## src/rtl/mem_arbiter.sv

```systemverilog
// Arbitrates a single-port 32-bit memory between instruction fetch and load/store.
// Data wins contention, but fetch is forced through after MAX_DATA_RUN back-to-back data grants.
module mem_arbiter #(
  parameter int MAX_DATA_RUN = 4
) (
  input  logic        clk,
  input  logic        rst,
  input  logic        if_req,
  input  logic [31:0] if_addr,
  output logic [31:0] if_rdata,
  output logic        if_ready,
  input  logic        d_req,
  input  logic        d_we,
  input  logic [31:0] d_addr,
  input  logic [31:0] d_wdata,
  input  logic [3:0]  d_wstrb,
  output logic [31:0] d_rdata,
  output logic        d_ready,
  output logic        mem_req,
  output logic        mem_we,
  output logic [31:0] mem_addr,
  output logic [31:0] mem_wdata,
  output logic [3:0]  mem_wstrb,
  input  logic [31:0] mem_rdata,
  input  logic        mem_ready,
  output logic        busy
);

  typedef enum logic [1:0] {IDLE, FETCH, DATA} state_t;

  localparam logic [3:0] RUN_LIMIT = 4'(MAX_DATA_RUN);

  state_t      state_reg, state_next;
  logic [3:0]  run_cnt_reg, run_cnt_next;
  logic [31:0] addr_reg, addr_next;
  logic [31:0] wdata_reg, wdata_next;
  logic        we_reg, we_next;
  logic [3:0]  wstrb_reg, wstrb_next;
  logic [3:0]  data_wstrb;
  logic        grant_fetch, grant_data;

  // Loads never carry byte enables to memory.
  generate
    for (genvar gi = 0; gi < 4; gi++) begin : g_wstrb
      assign data_wstrb[gi] = d_we & d_wstrb[gi];
    end
  endgenerate

  always_ff @(posedge clk) begin
    if (rst) begin
      state_reg   <= IDLE;
      run_cnt_reg <= 4'd0;
      addr_reg    <= 32'd0;
      wdata_reg   <= 32'd0;
      we_reg      <= 1'b0;
      wstrb_reg   <= 4'd0;
    end else begin
      state_reg   <= state_next;
      run_cnt_reg <= run_cnt_next;
      addr_reg    <= addr_next;
      wdata_reg   <= wdata_next;
      we_reg      <= we_next;
      wstrb_reg   <= wstrb_next;
    end
  end

  always_comb begin
    state_next   = state_reg;
    run_cnt_next = run_cnt_reg;
    addr_next    = addr_reg;
    wdata_next   = wdata_reg;
    we_next      = we_reg;
    wstrb_next   = wstrb_reg;
    grant_fetch  = 1'b0;
    grant_data   = 1'b0;

    case (state_reg)
      IDLE: begin
        if (d_req && (!if_req || run_cnt_reg < RUN_LIMIT)) begin
          grant_data = 1'b1;
        end else if (if_req) begin
          grant_fetch = 1'b1;
        end
      end
      FETCH, DATA: begin
        if (mem_ready) begin
          state_next = IDLE;
        end
      end
      default: state_next = IDLE;
    endcase

    if (grant_data) begin
      state_next = DATA;
      addr_next  = d_addr;
      we_next    = d_we;
      wdata_next = d_wdata;
      wstrb_next = data_wstrb;
      // Only a waiting fetch makes a data grant count towards the starvation limit.
      if (!if_req) begin
        run_cnt_next = 4'd0;
      end else if (run_cnt_reg >= RUN_LIMIT) begin
        run_cnt_next = RUN_LIMIT;
      end else begin
        run_cnt_next = run_cnt_reg + 4'd1;
      end
    end

    if (grant_fetch) begin
      state_next   = FETCH;
      addr_next    = {if_addr[31:2], 2'b00};
      we_next      = 1'b0;
      wdata_next   = 32'd0;
      wstrb_next   = 4'd0;
      run_cnt_next = 4'd0;
    end
  end

  assign busy      = (state_reg != IDLE);
  assign mem_req   = busy;
  assign mem_we    = we_reg;
  assign mem_addr  = addr_reg;
  assign mem_wdata = wdata_reg;
  assign mem_wstrb = wstrb_reg;

  // A completion coinciding with reset is dropped along with the transaction.
  assign if_ready = (state_reg == FETCH) && mem_ready && !rst;
  assign d_ready  = (state_reg == DATA) && mem_ready && !rst;
  assign if_rdata = if_ready ? mem_rdata : 32'd0;
  assign d_rdata  = d_ready ? mem_rdata : 32'd0;

endmodule

```

## config.mk

```make
export PLATFORM = sky130hd
export DESIGN_NAME = mem_arbiter
export DESIGN_NICKNAME = d
export VERILOG_FILES = /design/src/rtl/mem_arbiter.sv
export SDC_FILE = /design/constraint.sdc
export NUM_CORES = 1
export LEC_CHECK = 0
export CORE_UTILIZATION = 30
export DETAILED_ROUTE_END_ITERATION = 10
export GPL_TIMING_DRIVEN = 1
export PLACE_DENSITY = 0.82
export SETUP_SLACK_MARGIN = 0.15
export SLEW_MARGIN = 20
export SYNTH_ARGS = -nofsm -noshare
export SYNTH_HDL_FRONTEND = slang
export SYNTH_SLANG_ARGS = --single-unit
```

## constraint.sdc

```tcl
create_clock -name clk -period 2 [get_ports clk]
set_input_delay 0.2 -clock clk [delete_from_list [all_inputs] [get_ports clk]]
set_output_delay 0.2 -clock clk [all_outputs]
set_load 0.005 [all_outputs]
```

Word level (Yosys, flattened, before mapping)
Index checks and enable logic that the tools add are counted.
Cells by class
  reduce and logical (&&, ||, !) cells: 15
  bitwise logic cells: 4
  magnitude comparators: 2
  add/subtract/negate cells: 1
  muxes and demuxes: 15
  eq/ne operators: 6
Operators by type and width (count)
  $mux W32: 4
  $mux W4: 2
  $mux W1: 6
  $ne A3 B3 Y1 const B: 2
  $logic_and A1 B1 Y1: 5
  $add A4 B1 Y4 const B: 1
  $and A1 B1 Y1: 4
  $ge A4 B3 Y1 const B: 1
  $lt A4 B3 Y1 const B: 1
  $mux W2: 2
  $ne A4 B4 Y1 const B: 1
  $pmux W2 S2: 1
  $reduce_and A2 Y1: 2
  $reduce_bool A2 Y1: 2
  $reduce_or A2 Y1: 2
  $eq A2 B1 Y1 const B: 1
  $eq A2 B2 Y1 const B: 1
  $logic_not A1 Y1: 2
  $logic_not A2 Y1: 1
  $ne A2 B2 Y1 const B: 1
  $logic_or A1 B1 Y1: 1
Storage, ports and cells
  bits of input ports: 138
  output and inout bits: 137
  word-level logic and storage cells: 51
  flip-flop bits (word level): 75

Longest topological paths before layout
  depth in word-level cells: 7
  mapped depth: 8
  depth with buffers taken out: 5

Worst setup path before layout
OpenSTA, ideal clock, no wires.
  path type: register to register
  from: register state_reg[0]
  to: register addr_reg[14] (netlist: mem_addr[14])
  setup time: 0.132 ns
  data required time: 1.868 ns
  path slack: 0.469 ns
  buffers on the path: 2
  clock period less this slack: 1.531 ns
  cell stages (with the launch flop): 8
  arrival time: 1.398 ns
  cells stage by stage: dfxtp_1 > inv_1 > ha_1 > and2_1 > buf_2 > buf_1 > a32oi_1 > a21oi_1
Between the ends
  cells in the longest elaborated chain, start to end: 3
  elaborated cells between the ends (all ways): 5
  classes of those cells: mux: 3; reduce/logical: 2
RTL lines
  from (decl): RTL line 33  | state_t state_reg, state_next;
  from (signal assigned): RTL line 58  | state_reg <= state_next;
  $logic_not A2 Y1 (*): RTL line 77  | case (state_reg)
  $mux W1: RTL line 77
  $mux W32 or $reduce_bool A2 Y1 (tied branches)
  to (signal assigned): RTL line 60  | addr_reg <= addr_next;
  to (decl): RTL line 35  | logic [31:0] addr_reg, addr_next;
Every way passes the cells marked *; elsewhere a longest branch is shown, timed or not.
A chain may end at the register's enable or synchronous reset.

Final worst setup path
  from: register state_reg[0]
  to: output port d_rdata[13]
Between the ends
  cells in the longest elaborated chain, start to end: 4
RTL lines
  $eq A2 B2 Y1: RTL line 128  | assign d_ready = (state_reg == DATA) && mem_ready && !rst;
  $logic_and A1 B1 Y1 (2 in a row): RTL line 128
  $mux W32: RTL line 130  | assign d_rdata = d_ready ? mem_rdata : 32'd0;
  to (decl): RTL line 17  | output logic [31:0] d_rdata,
Every way passes these cells.

==> flow_metrics.tcl <==
set metrics [dict create \
    status "completed" \
    viasPerCell 5.27 \
    area_growth_pct 84.1 \
    grt_pass1_vias 4396 \
    ys_top_cells_by_area "dfxtp_1, and2_1, a21oi_2, nand3_1, a32oi_1" \
    n_fill_cell 1080 \
    cts_tree "built" \
    slew_headroom 0.727 \
    yosysWarnings 0 \
    synth-edff-count 0 \
    synth_common_cells "dfxtp_1, and2_1, nand3_1, o21ai_0" \
    drtIter0Drc 368 \
    synth_seq_cells 75 \
    clock_path_buffers 2 \
    critPathArrivalTime_ns 1.65 \
    htree_levels 3 \
    clk_pin_slew_worst_paths_ns 0.06 \
    setup-tns-final_ns 0 \
    ir_drop_mv 0.480 \
    synth_nets 574 \
    portBuffers 272 \
    cts_hold_buf 0 \
    root_buffer "clkbuf_16" \
    drt_wl_total_mm 14.9 \
    netlist.area_leader.share 0.410 \
    syn_avg_cell_area_um2 8.47 \
    final-hold-violation-count 0 \
    hpwl_mm 10.4 \
    required_ns 1.80 \
    multi_input_area_um2 1960 \
    dieArea_um2 12600 \
    max_cap_viol_count 0 \
    overflow 0 \
    worst-slew-pin-transition_ns 0.410 \
    gp_congestion 0.863 \
    finalCritPeriodShare 0.925 \
    detail-route-antenna-nets 0 \
    seq_area_frac_synth 0.410 \
    period_needed_ns 1.85 \
    wl_per_cell_um 17.8 \
    syn_inst 432 \
    core_um2 11700 \
    hp-class "primary input to register" \
    drive_gt1_frac 0.232 \
    setup-violations-final 0 \
    slowest_delay_ns 0.34 \
    pre_cts_ws_ns 0.0219 \
    routed-via-count 4406 \
    die_y_um 112 \
    yosysMostFrequentCell "dfxtp_1" \
    drc 0 \
    power.density_nw_per_um2 627 \
    first_pass_iters 4 \
    synth.distinct_cells 28 \
    async_flop_share 0 \
    slowest_stage "dfxtp_2" \
    diodes 0 \
    finalWorstSetupSlack_ns 0.150 \
    rows 39 \
    leakagePower_nw 2.60 \
    clock.fmax_mhz 541 \
    clock-skew-final_ns 0.00454 \
    synth_ff_type "dfxtp_1" \
    syn_area_um2 3660 \
    track_usage 0.227 \
    start_util 0.314 \
    crit_fanout 9 \
    dpl-instance-area_um2 6560 \
    clock_sinks 75 \
    antenna_found_initial 1 \
    end_kind "output pin" \
    crit_chain "inv_2, ha_2, and3b_2, buf_4, buf_12, and2_1, buf_2" \
    final_area_um2 6740 \
    grt_pass1_wl_mm 22.9 \
    nets 831 \
    regArea_um2 1500 \
    cts_buffers 9 \
    synth.largest_area_cell "dfxtp_1" \
    path_class "register to output pin" \
    io_pins 275 \
    startpoint_type "register" \
    grt_start_max_net_pins 54 \
    drv_slew 0 \
    fin_util 0.578 \
    insertion_delay_ns 0.33 \
    die_width_um 112 \
    rsz0062_at_grt "true" \
]
## path summary, 6_finish.rpt
| kind | cells after the start | slack [ns] | endpoint | startpoint |
|---|---|---|---|---|
| max reg2reg | 6 | 0.36 | mem_wstrb[1]$_SDFFE_PP0P_ | state_reg[0]$_SDFFE_PP0P_ |
| max | 7 | 0.15 | d_rdata[13] | state_reg[0]$_SDFFE_PP0P_ |
| min reg2reg | 2 | 0.48 | mem_wdata[7]$_SDFFE_PP0P_ | mem_wdata[7]$_SDFFE_PP0P_ |
| min | 3 | 0.44 | mem_wdata[22]$_SDFFE_PP0P_ | d_wdata[22] |
## cell type report
class | instances | share of cell area
Timing Repair Buffer | 296 | 0.415
Multi-Input combinational cell | 303 | 0.291
Sequential cell | 75 | 0.223
Clock buffer | 14 | 0.0407
Tap cell | 143 | 0.0266
Inverter | 4 | 0.00260
Clock inverter | 1 | 0.00111
## kinds of logic after synthesis
group,synth area share
AO/OA/AOI/OAI,0.281
AND/OR/NAND/NOR,0.230
flip-flops,0.410
adder cells (fa/ha/maj),0.0137
buffers and inverters,0.0653
## critical path: cells and delay by family (launching register included)
family / cells / cell delay (ns)
adders and majority gates: 1 / 0.17
and+or+nand+nor: 2 / 0.38
DFF: 1 / 0.34
buffers and inverters: 4 / 0.44
## layer usage
layer  vias up  track usage  share of wire
met5         -            0        0.00094
met4         2       0.0667          0.020
met3        27       0.0756          0.081
met2       203        0.395           0.49
met1      2102        0.265           0.41
li1       2072            -              -
## where the power goes
group,switching [mW],internal [mW]
Combinational,0.441,0.613
Sequential,0.0547,1.60
Clock,0.576,0.936
## per-stage QoR
step	hold WS, ns	instances	total power [mW]
3_5_place_dp	0.469	812	2.72
6_report	0.438	836	4.22
5_1_grt	0.441	836	4.42
4_1_cts	0.426	834	4.26
2_1_floorplan	0.348	432	2.07
3_3_place_gp	0.462	812	2.70
## timing repair
| item | 4_1_cts | 5_1_grt |
|---|---|---|
| cloned | 3 | 2 |
| pin swaps | 1 | 0 |
| endpoints found under the setup margin | 68 | 68 |
| gates resized for setup | 247 | 26 |
| buffers inserted | 4 | 0 |
## placed cells by master (no fill, tap or decap), types with 3 or more instances in the layout
master and instances:
clkdlybuf4s50_1 206, dfxtp_1 73, nand3_1 65, and2_1 58
buf_2 51, o21ai_0 43, a21oi_2 40, a21oi_1 32
a32oi_1 30, clkbuf_16 11, clkbuf_2 11, buf_4 9
and2_4 7, buf_12 7, nand4_1 5, buf_6 5
nand2_1 3, clkbuf_8 3
(Power assumes the default switching activity.)
